[config.mk]
export PLATFORM = sky130hd
export DESIGN_NAME = servo_pwm_driver
export DESIGN_NICKNAME = d
export VERILOG_FILES = /design/src/rtl/servo_pwm_driver.sv
export SDC_FILE = /design/constraint.sdc
export NUM_CORES = 1
export LEC_CHECK = 0
export ABC_AREA = 0
export CELL_PAD_IN_SITES_DETAIL_PLACEMENT = 1
export CELL_PAD_IN_SITES_GLOBAL_PLACEMENT = 2
export CORE_UTILIZATION = 36
export DETAILED_ROUTE_END_ITERATION = 10
export GPL_TIMING_DRIVEN = 0
export PLACE_DENSITY = 0.81
export SYNTH_ARGS = -nofsm -noshare
export SYNTH_HDL_FRONTEND = slang
export SYNTH_SLANG_ARGS = --single-unit
[constraint.sdc]
create_clock -name clk -period 15.25 [get_ports clk]
set_input_delay 1.525 -clock clk [delete_from_list [all_inputs] [get_ports clk]]
set_output_delay 1.525 -clock clk [all_outputs]
set_load 0.01 [all_outputs]
[src/rtl/servo_pwm_driver.sv]
// servo_pwm_driver
//
// Hobby-servo PWM generator. Converts a 10-bit angle command (degrees,
// 0..MAX_ANGLE) into a frame-periodic pulse train whose high time is linearly
// mapped from MIN_PULSE_US (angle 0) to MAX_PULSE_US (angle MAX_ANGLE).
// The command is sampled only at frame boundaries, so every pulse is
// glitch-free and the rising edges are exactly one frame apart.
//
// Ports:
//   clk          in   system clock, all logic on the rising edge
//   rst          in   synchronous reset, active low
//   angle        in   [9:0] commanded angle in degrees, unsigned
//   servo_signal out  registered PWM output
//
// Build option:
//   SERVO_DRIVER_CLAMP_EN  defined  : an out-of-range angle (> MAX_ANGLE)
//                                     latches as MAX_ANGLE.
//                          undefined: an out-of-range angle is rejected and
//                                     the previously latched angle is kept
//                                     (0 after reset).

module servo_pwm_driver #(
  parameter int CLK_FREQ_HZ  = 100_000_000,
  parameter int PERIOD_US    = 20_000,
  parameter int MIN_PULSE_US = 1_000,
  parameter int MAX_PULSE_US = 2_000,
  parameter int MAX_ANGLE    = 180
) (
  input  logic       clk,
  input  logic       rst,
  input  logic [9:0] angle,
  output logic       servo_signal
);

  localparam int US_TICKS = CLK_FREQ_HZ / 1_000_000;
  localparam int PRE_W    = (US_TICKS > 1) ? $clog2(US_TICKS) : 1;
  localparam int CNT_W    = (PERIOD_US > 1) ? $clog2(PERIOD_US) : 1;
  localparam int SPAN_US  = MAX_PULSE_US - MIN_PULSE_US;

  typedef enum logic [1:0] {
    IDLE = 2'd0,
    HIGH = 2'd1,
    LOW  = 2'd2
  } state_t;

  state_t           state_reg, state_next;
  logic [PRE_W-1:0] pre_reg, pre_next;
  logic [CNT_W-1:0] us_cnt_reg, us_cnt_next;
  logic [9:0]       angle_reg, angle_next;

  logic             us_tick;
  logic             frame_end;
  logic             pulse_end;
  logic [9:0]       angle_sample;
  logic [31:0]      product;
  logic [31:0]      pulse_us;

  // One-cycle strobe at the prescaler terminal count.
  assign us_tick   = (pre_reg == PRE_W'(US_TICKS - 1));
  assign frame_end = us_tick && (us_cnt_reg == CNT_W'(PERIOD_US - 1));

  // Pulse width from the latched angle. The latched value is always in range,
  // so the result stays within MIN_PULSE_US..MAX_PULSE_US. The divisor is a
  // constant, so this reduces to fixed multiply/shift logic.
  assign product  = 32'(angle_reg) * 32'(SPAN_US);
  assign pulse_us = 32'(MIN_PULSE_US) + product / 32'(MAX_ANGLE);

  // HIGH ends on the tick that would move us_cnt to pulse_us.
  assign pulse_end = us_tick && (32'(us_cnt_reg) == (pulse_us - 32'd1));

  // Value to latch at a frame boundary, with out-of-range handling.
  always_comb begin
    angle_sample = angle;
    if (angle > 10'(MAX_ANGLE)) begin
`ifdef SERVO_DRIVER_CLAMP_EN
      angle_sample = 10'(MAX_ANGLE);
`else
      angle_sample = angle_reg;
`endif
    end
  end

  // Next-state logic. The counters free-run in HIGH and LOW; us_cnt wraps at
  // the frame end, which coincides with the LOW->HIGH transition.
  always_comb begin
    state_next  = state_reg;
    angle_next  = angle_reg;
    pre_next    = us_tick ? '0 : pre_reg + PRE_W'(1);
    us_cnt_next = us_cnt_reg;
    if (us_tick) begin
      us_cnt_next = frame_end ? '0 : us_cnt_reg + CNT_W'(1);
    end

    unique case (state_reg)
      IDLE: begin
        state_next  = HIGH;
        angle_next  = angle_sample;
        pre_next    = '0;
        us_cnt_next = '0;
      end
      HIGH: begin
        if (pulse_end) begin
          state_next = LOW;
        end
      end
      LOW: begin
        if (frame_end) begin
          state_next = HIGH;
          angle_next = angle_sample;
        end
      end
      default: begin
        state_next  = IDLE;
        pre_next    = '0;
        us_cnt_next = '0;
      end
    endcase
  end

  // State register. The output is registered from the next state so it
  // changes on the same edge as the state, with no extra cycle of latency.
  always_ff @(posedge clk) begin
    if (!rst) begin
      state_reg    <= IDLE;
      pre_reg      <= '0;
      us_cnt_reg   <= '0;
      angle_reg    <= '0;
      servo_signal <= 1'b0;
    end else begin
      state_reg    <= state_next;
      pre_reg      <= pre_next;
      us_cnt_reg   <= us_cnt_next;
      angle_reg    <= angle_next;
      servo_signal <= (state_next == HIGH);
    end
  end

endmodule

* After elaboration in Yosys (flattened, before gate mapping)
Index checks and enable logic that the tools add are counted.
** Storage, ports and cells
- Logic and storage cells :: 36
- Flip-flop bits (word level) :: 35
- Bits of input ports :: 12
- Output and inout port bits :: 1
** Cells by class
- Bitwise operators :: 2
- Div/mod/pow operators :: 1
- Multiplexer cells :: 7
- Reduce and logical (&&, ||, !) cells :: 8
- $mul :: 1
- $lt $le $gt $ge :: 1
- $add $sub $neg :: 4
- Equality and inequality tests :: 7
** Operators by type and width (number)
- $add A10 B32 Y32 const A :: 1
- $div A20 B8 Y32 const B :: 1
- $eq A15 B32 Y1 :: 1
- $sub A32 B1 Y32 const B :: 1
- $mux W10 :: 2
- $pmux W10 S2 :: 1
- $mul A10 B7 Y17 const B :: 1
- $add A15 B1 Y15 const B :: 1
- $eq A15 B15 Y1 const B :: 1
- $mux W15 :: 1
- $gt A10 B8 Y1 const B :: 1
- $add A7 B1 Y7 const B :: 1
- $eq A7 B7 Y1 const B :: 1
- $pmux W2 S3 :: 1
- $eq A2 B1 Y1 const B :: 2
- $mux W2 :: 2
- $reduce_and A2 Y1 :: 2
- $reduce_or A3 Y1 :: 1
- $eq A2 B2 Y1 const B :: 1
- $logic_and A1 B1 Y1 :: 2
- $logic_not A2 Y1 :: 1
- $ne A2 B2 Y1 const B :: 1
- $not A1 Y1 :: 2
- $reduce_bool A2 Y1 :: 1
- $reduce_or A2 Y1 :: 1

* Depth between registers and ports, before layout
Gate-level depths: netlist (run 1).
- Depth in word-level cells :: 9
- Mapped depth :: 70
- Depth with buffers taken out :: 64

* Worst setup path before layout (run 1)
Ideal clock, no wire load.
- Path type :: reg-to-reg
- From :: register angle_reg[1]
- To :: register servo_signal
- Data arrival time :: 15842 ps
- Cell stages (with the launch flop) :: 67
- Required time :: 15135 ps
- Clock period less this slack :: 15957 ps
- Setup slack :: -707 ps
- Path through :: dfxtp_1 -> clkinv_1 -> fa_1 -> fa_1 -> fa_1 -> fa_1 -> inv_1 -> ha_1 -> buf_2 -> a21oi_2 -> nand2_1 -> or4_1 -> and3_1 -> buf_2 -> o211ai_1 -> o21bai_2 -> nand4_4 -> a21oi_4 -> [31 not listed] -> o21ai_0 -> mux2_2 -> mux2_4 -> or4_1 -> a21boi_1 -> o211ai_2 -> a211oi_1 -> ha_1 -> a311oi_1 -> o21ai_0 -> nand2b_1 -> nand2_1 -> o311ai_0 -> o41ai_1 -> o2111ai_1 -> a221oi_2 -> a31oi_1 -> o21a_1
** On the way
- Longest elaborated chain between the ends :: 9
** Ends and longest elaborated chain
- from (decl) :: line 49 : logic [9:0] angle_reg, angle_next;
- from (signal assigned) :: line 133 : angle_reg <= angle_next;
- $mul A10 B7 Y17 :: line 65 : assign product = 32'(angle_reg) * 32'(SPAN_US);
- $div A20 B8 Y32 :: line 66 : assign pulse_us = 32'(MIN_PULSE_US) + product / 32'(MAX_ANGLE);
- $add A10 B32 Y32 :: line 66
- $sub A32 B1 Y32 :: line 69 : assign pulse_end = us_tick && (32'(us_cnt_reg) == (pulse_us - 32'd1));
- $eq A15 B32 Y1 :: line 69
- $logic_and A1 B1 Y1 :: line 69
- $mux W2 :: line 102 : if (pulse_end) begin
- $pmux W2 S3 :: line 94 : unique case (state_reg)
- $eq A2 B1 Y1 :: line 134 : servo_signal <= (state_next == HIGH);
- to (signal assigned) :: line 134
- to (decl) :: line 32 : output logic servo_signal
No other way between the ends.
A chain may end at the register's enable or synchronous reset.

* Final worst setup path (run 1)
- From :: register angle_reg[3]
- To :: register servo_signal
Same word-level chain as after synthesis.

==> results of run 1 <==
[layout make-up]
type,count,area share (%)
Buffer,29,1.774
Clock buffer,5,1.095
Clock inverter,3,0.3832
Inverter,62,2.321
Multi-Input combinational cell,906,73.20
Sequential cell,35,6.427
Tap cell,280,3.066
Timing Repair Buffer,160,11.74
[power by group through the flow]
stage,combinational (mW),sequential (mW),clock [mW]
after floorplan,1.02,0.0966,0
after global placement,1.27,0.0975,0
after detailed placement,1.29,0.0975,0
after CTS,1.63,0.0939,0.119
after global routing,1.92,0.0941,0.123
final,1.78,0.0938,0.117
[worst max-delay path by stage]
stage	startpoint	endpoint	slack (ns)	cells after the start
floorplan	angle_reg[1]	servo_signal	0.005	66
global placement	angle_reg[1]	servo_signal	-2.63	67
detailed placement	angle_reg[1]	servo_signal	-2.74	67
CTS	angle_reg[1]	servo_signal	-0.14	67
global route	angle_reg[3]	servo_signal	-0.69	72
finish	angle_reg[3]	servo_signal	-0.17	70
[per-stage QoR]
stage	hold WS (ns)	power [mW]
finish	0.4498	1.992
floorplan	0.4179	1.117
CTS	0.4524	1.842
global placement	0.4337	1.363
global route	0.4773	2.140
detailed placement	0.4429	1.383
[layer usage]
metal	vias up	GRT usage, %	wire, um	share of wire [%]
li1	4206	-	-	-
met1	4341	32.61	13430	45
met2	161	42.74	15070	51
met3	40	1.437	718	2.4
met4	0	3.119	386	1.3
met5	-	0	0	0
[cell families (layout without fill, tap and decap cells)]
| group | Yosys count | count (layout) | share of synthesized area, % |
|---|---|---|---|
| fa+ha+maj | 89 | 89 | 16.30 |
| mux | 45 | 45 | 6.351 |
| buf+inv | 99 | 259 | 5.248 |
| compound gates | 314 | 314 | 30.65 |
| simple gates | 387 | 387 | 24.77 |
| flops | 35 | 35 | 8.696 |
| xor+xnor | 70 | 71 | 7.981 |
[placed cells by master (no fill, tap or decap), drive strengths merged, types with 13 or more instances in the layout]
master,Yosys,final
a21oi,63,63
nor2,103,103
o21a,13,13
a211oi,15,15
nor2b,16,16
o21ai,48,48
mux2i,30,30
a31oi,21,21
o211ai,19,19
nand3,38,38
and3,14,14
nor3,41,41
dfxtp,35,35
ha,53,53
buf,25,165
nor4,13,13
xor2,26,26
mux2,14,14
inv,61,59
nand2,75,75
or3,18,18
fa,29,29
a21o,16,16
xnor2,44,45
clkbuf,12,17
[timing repair]
item | 4_1_cts | 5_1_grt
hold buffers | 0 | 0
resized for setup | 217 | 117
cloned | 1 | 0
pin swaps | 94 | 99
setup endpoints to repair | 3 | 3
buffers inserted | 106 | 44
==> run_results.csv, run 1 <==
group,metric,value,unit
critical_path,critPathSlowestCell,"sky130_fd_sc_hd__fa_2",
global_routing,antenna_found_initial,0,
timing,grt_setup_unrepaired,"yes",
cts,cts.path.max_buffers,2,
critical_path,r2r-end,"servo_signal",
timing,max-slew-margin-rel,20.43,%
critical_path,crit_path_max_incr_delay,0.59,ns
synthesis,yosysWarningCount,0,
critical_path,r2r-start,"angle_reg[3]",
finish,layout-drive-gt1-share,36.83,%
synthesis,synth_cells,1039,
detailed_routing,drt_pass1_iterations,6,
worst_hold_path,hold_start,"pre_reg[0]",
global_routing,grt_start_max_net_pins,13,
floorplan,pin_count,13,
finish,final-seq-area,734.5,um2
floorplan,die_height,151.6,um
critical_path,critPathArrivalTime,15.60,ns
synthesis,synth.area.top_cells,"sky130_fd_sc_hd__dfxtp_1, sky130_fd_sc_hd__ha_1, sky130_fd_sc_hd__fa_1",
power,cellPowerDensity,174.4,nW/um2
critical_path,worst_setup_path_end_kind,"flip-flop",
timing,slew_viol_final,0,
finish,layout.core_utilization,52.20,%
global_routing,overall_track_demand_over_capacity_in_global_routing,24.06,%
detailed_routing,routedWlPerCell,20.00,um
timing,finClkSkew,0.006763,ns
global_routing,wire_length_of_the_first_global_routing_pass,45110,um
synthesis,mean_syn_cell_area,7.755,um2
floorplan,initial_standard_cell_utilization_of_the_core,36.81,%
detailed_routing,ant_nets,0,
critical_path,timing.reg2reg.worst_path_depth,70,
synthesis,post-synth-top-count-cell,"sky130_fd_sc_hd__nor2_1",
placement,number_of_buffers_added_on_ports,12,
finish,nFillCells,2591,
cts,clk_latency,0.28,ns
synthesis,yosys_register_bits,35,
power,cell_internal_pwr,0.9677,mW
status,run_status,"complete, but fails checks",
detailed_routing,routed_via_density,5.911,
timing,setup_ws,-0.1733,ns
detailed_routing,totalWireLength,29600,um
worst_hold_path,min-delay-path-class,"flip-flop to flip-flop",
floorplan,design.core.area,21890,um2
critical_path,critical-path-top-delay-family,"compound AO/OA/AOI/OAI gates",
synthesis,dominantRegCellSynth,"sky130_fd_sc_hd__dfxtp_1",
synthesis,synth_largest_area_cell,"sky130_fd_sc_hd__dfxtp_1",
synthesis,yosys.area.top_type_share,8.696,%
finish,layoutNonFillerInstCount,1480,
placement,dpl.cell_count,1331,
floorplan,die_w,151.6,um
critical_path,critical-path-top-cell-by-count,"sky130_fd_sc_hd__buf_4",
floorplan,floorplan.die_area,22990,um2
placement,globalplace.congestion,0.8101,
finish,combined_area_of_the_multi_input_logic_cells,8364,um2
power,power_frac_seq,4.7,%
critical_path,worst-r2r-setup-slack,-0.17,ns
detailed_routing,route.detailed.drc,0,
finish,num-nets-final,1293,
synthesis,synth_fp_nets,1133,
placement,dpl.hpwl,18550,um
timing,setup_viol_count_final,3,
detailed_routing,drt-initial-drc-count,436,
cts,cts_tree,"yes",
power,p_clk_share,5.9,%
power,power_leakage,4.387,nW
synthesis,synth.cell_area,8058,um2
timing,final.setup.tns,-0.4791,ns
floorplan,std_cell_rows,54,
critical_path,cp_data_required_time,15.42,ns
timing,crit_share_post_route,101.1,%
synthesis,ys_async_sr_fraction,0,%
worst_hold_path,hold_path_end,"pre_reg[0]",
placement,placed_cell_area,8566,um2
critical_path,crit_type,"flip-flop to flip-flop",
job,drv_cap,0,
finish,max_ffs_per_register,15,
timing,worstMarginPinSlew,1.185,ns
status,violations,"negative setup slack",
placement,detailedPlace.worstSlack,-2.740,ns
power,vdd.ir_drop.worst,0.1446,mV
synthesis,post_synth_num_cell_types,116,
cts,cts.root.buffer_cell,"sky130_fd_sc_hd__clkbuf_16",
timing,finalHoldViolations,0,
finish,syn_to_final_growth,41.82,%
detailed_routing,route.vias.total,8748,
cts,cts-buffers-inserted,5,
critical_path,startpoint_type_of_the_worst_setup_path,"flip-flop",
worst_hold_path,whs_path_depth,1,
cts,cts.sink_count,35,
timing,period_needed,15.42,ns
timing,max_clock_freq,0.06484,GHz
cts,htree_depth,2,
power,power.share.switching,51.43,%
global_routing,grt.overflow.total,0,
synthesis,synth_enable_flop_cells,0,
synthesis,synth_common_cells,"sky130_fd_sc_hd__nor2_1, sky130_fd_sc_hd__nand2_1, sky130_fd_sc_hd__inv_1, sky130_fd_sc_hd__a21oi_1, sky130_fd_sc_hd__ha_1",
finish,antenna_cells_inserted,0,
cts,clkTransAtPathRegs,0.06,ns
synthesis,synth_seq_area_share,8.696,%
power,power.net_switching,1.025,mW
power,combPwrFrac,89.4,%
critical_path,timing.critical_path.fanout_max,7,
critical_path,critPathBufInv,11,
finish,post-route-cell-area,11430,um2
global_routing,first_global_vias,8843,
No activity file was read; power rests on OpenSTA's default activity.
==> run 2, diff against run 1 <==
Settings changed: PLACE_DENSITY 0.81 to not set, PLACE_DENSITY_LB_ADDON set to 0.1.
==> run 2 against run 1 <==
  * Combinational power about the same
  * The flow still finishes with violations (negative setup slack)
  * Design area decreased by 3.1%
  * Via count shrank 2.9%
  * Clock skew about the same
  * Power decreased by 2.0%
  * Clock-buffer cell count unchanged
  * Cell count fell by 0.34%
  * Register-to-register slack better by 0.09 ns
  * Critical path type unchanged
  * Core utilization shrank 1.6 points
  * First-iteration DRC count decreased by 19%
  * Clock power shrank 13%
==> run_results.csv, run 2 (synthesis gave the netlist of run 1 again) <==
group,metric,value,unit
timing,worstMarginPinSlew,1.031,ns
floorplan,std_cell_rows,54,
placement,dpl.hpwl,19050,um
power,vdd.ir_drop.worst,0.1840,mV
cts,cts.path.max_buffers,2,
timing,finalHoldViolations,0,
timing,final.setup.tns,-0.09535,ns
detailed_routing,routed_via_density,5.757,
timing,period_needed,15.34,ns
timing,grt_setup_unrepaired,"yes",
critical_path,worst-r2r-setup-slack,-0.09,ns
critical_path,critPathArrivalTime,15.51,ns
timing,fin_worst_hold_slack,0.4539,ns
status,violations,"negative setup slack",
status,run_status,"complete, but fails checks",
critical_path,timing.critical_path.fanout_max,7,
critical_path,timing.reg2reg.worst_path_depth,73,
cts,cts_tree,"yes",
critical_path,r2r-start,"angle_reg[1]",
job,drv_cap,0,
cts,clk_latency,0.28,ns
critical_path,cp_data_required_time,15.42,ns
cts,cts.sink_count,35,
finish,layout.core_utilization,50.58,%
critical_path,crit_path_max_incr_delay,0.52,ns
worst_hold_path,min-delay-path-class,"flip-flop to flip-flop",
critical_path,critical-path-top-cell-by-count,"sky130_fd_sc_hd__mux2_4",
global_routing,overall_track_demand_over_capacity_in_global_routing,22.72,%
detailed_routing,drt-initial-drc-count,355,
floorplan,pin_count,13,
global_routing,grt_start_max_net_pins,14,
critical_path,critPathSlowestCell,"sky130_fd_sc_hd__fa_1",
cts,clkTransAtPathRegs,0.06,ns
critical_path,startpoint_type_of_the_worst_setup_path,"flip-flop",
timing,max-slew-margin-rel,30.79,%
power,total_power,1.952,mW
cts,cts-buffers-inserted,5,
critical_path,crit_type,"flip-flop to flip-flop",
power,power_leakage,4.271,nW
global_routing,first_global_vias,8392,
detailed_routing,drt_pass1_iterations,5,
finish,num-nets-final,1288,
floorplan,die_height,151.6,um
floorplan,design.core.area,21890,um2
timing,finClkSkew,0.006662,ns
detailed_routing,route.detailed.drc,0,
global_routing,grt.overflow.total,0,
worst_hold_path,whs_path_depth,1,
timing,crit_share_post_route,100.6,%
critical_path,worst_setup_path_end_kind,"flip-flop",
finish,layout-drive-gt1-share,34.23,%
finish,layout.cells.most_common_list,"sky130_fd_sc_hd__buf_4, sky130_fd_sc_hd__nor2_1, sky130_fd_sc_hd__nand2_1",
finish,antenna_cells_inserted,0,
floorplan,floorplan.die_area,22990,um2
power,cellPowerDensity,176.3,nW/um2
placement,detailedPlace.worstSlack,-2.923,ns
timing,slew_viol_final,0,
placement,number_of_buffers_added_on_ports,12,
critical_path,r2r-end,"servo_signal",
worst_hold_path,hold_start,"pre_reg[0]",
cts,htree_depth,2,
detailed_routing,ant_nets,0,
worst_hold_path,hold_path_end,"pre_reg[0]",
detailed_routing,routedWlPerCell,18.07,um
finish,max_ffs_per_register,15,
placement,globalplace.congestion,0.8056,
floorplan,die_w,151.6,um
detailed_routing,totalWireLength,26660,um
timing,max_clock_freq,0.06520,GHz
timing,setup_viol_count_final,2,
global_routing,wire_length_of_the_first_global_routing_pass,42710,um
finish,syn_to_final_growth,37.42,%
floorplan,initial_standard_cell_utilization_of_the_core,36.81,%
cts,cts.root.buffer_cell,"sky130_fd_sc_hd__clkbuf_16",
detailed_routing,route.vias.total,8492,
timing,setup_ws,-0.08728,ns
finish,layout.cells.most_common,"sky130_fd_sc_hd__buf_4",
global_routing,antenna_found_initial,0,
==> run 2: worst max path at each step <==
stage / startpoint / endpoint / cells past startpoint
floorplan: angle_reg[1] / servo_signal / 66
global placement: angle_reg[0] / servo_signal / 64
detailed placement: angle_reg[1] / servo_signal / 66
CTS: angle_reg[1] / servo_signal / 72
global route: angle_reg[1] / servo_signal / 71
finish: angle_reg[1] / servo_signal / 73
==> run 2: power breakdown <==
| part | total (mW) | leakage, nW | switching (mW) | internal [mW] |
|---|---|---|---|---|
| clock | 0.102 | 0.0664 | 0.0415 | 0.0610 |
| sequential | 0.0942 | 0.289 | 0.00188 | 0.0923 |
| combinational | 1.76 | 3.92 | 0.965 | 0.791 |
==> run 2: critical path: cells and delay by family (launching register included) <==
family / cells / cell delay (ns)
compound gates: 25 / 4.65
xor+xnor: 3 / 0.46
fa+ha+maj: 8 / 2.66
buf+inv: 12 / 1.59
flops: 1 / 0.39
mux: 8 / 2.30
simple gates: 17 / 3.14
==> run 2: what timing repair did <==
item | in CTS | in global routing
pin swaps | 83 | 87
resized for setup | 194 | 87
hold buffers | 0 | 0
hold endpoints to repair | 0 | 0
buffers inserted | 95 | 48
setup endpoints to repair | 3 | 3
==> run 2: layer usage <==
metal	vias to the layer above	wire length, um	GRT usage [%]	share of wire [%]
met2	76	12780	38.81	48
met3	13	346	1.078	1.3
li1	4196	-	-	-
met1	4207	13400	32.56	50
met4	0	136	1.980	0.51
met5	-	0	0	0
==> run 2: through the flow <==
stage / instance area, um2 / std cells
global route: 11070 / 1475
floorplan: 8095 / 1039
CTS: 10380 / 1430
finish: 11070 / 1475
global placement: 8566 / 1331
detailed placement: 8566 / 1331
==> run 2: cell type report <==
class                   instances  area, um2
fillers                      2649      10820
inverters                      62      249.0
repair buffers                154       1255
multi-input cells             905       8142
clock inverters                 3      23.77
flip-flops and latches         35      726.9
well taps                     280      350.3
plain buffers                  31      201.4
clock buffers                   5      125.1
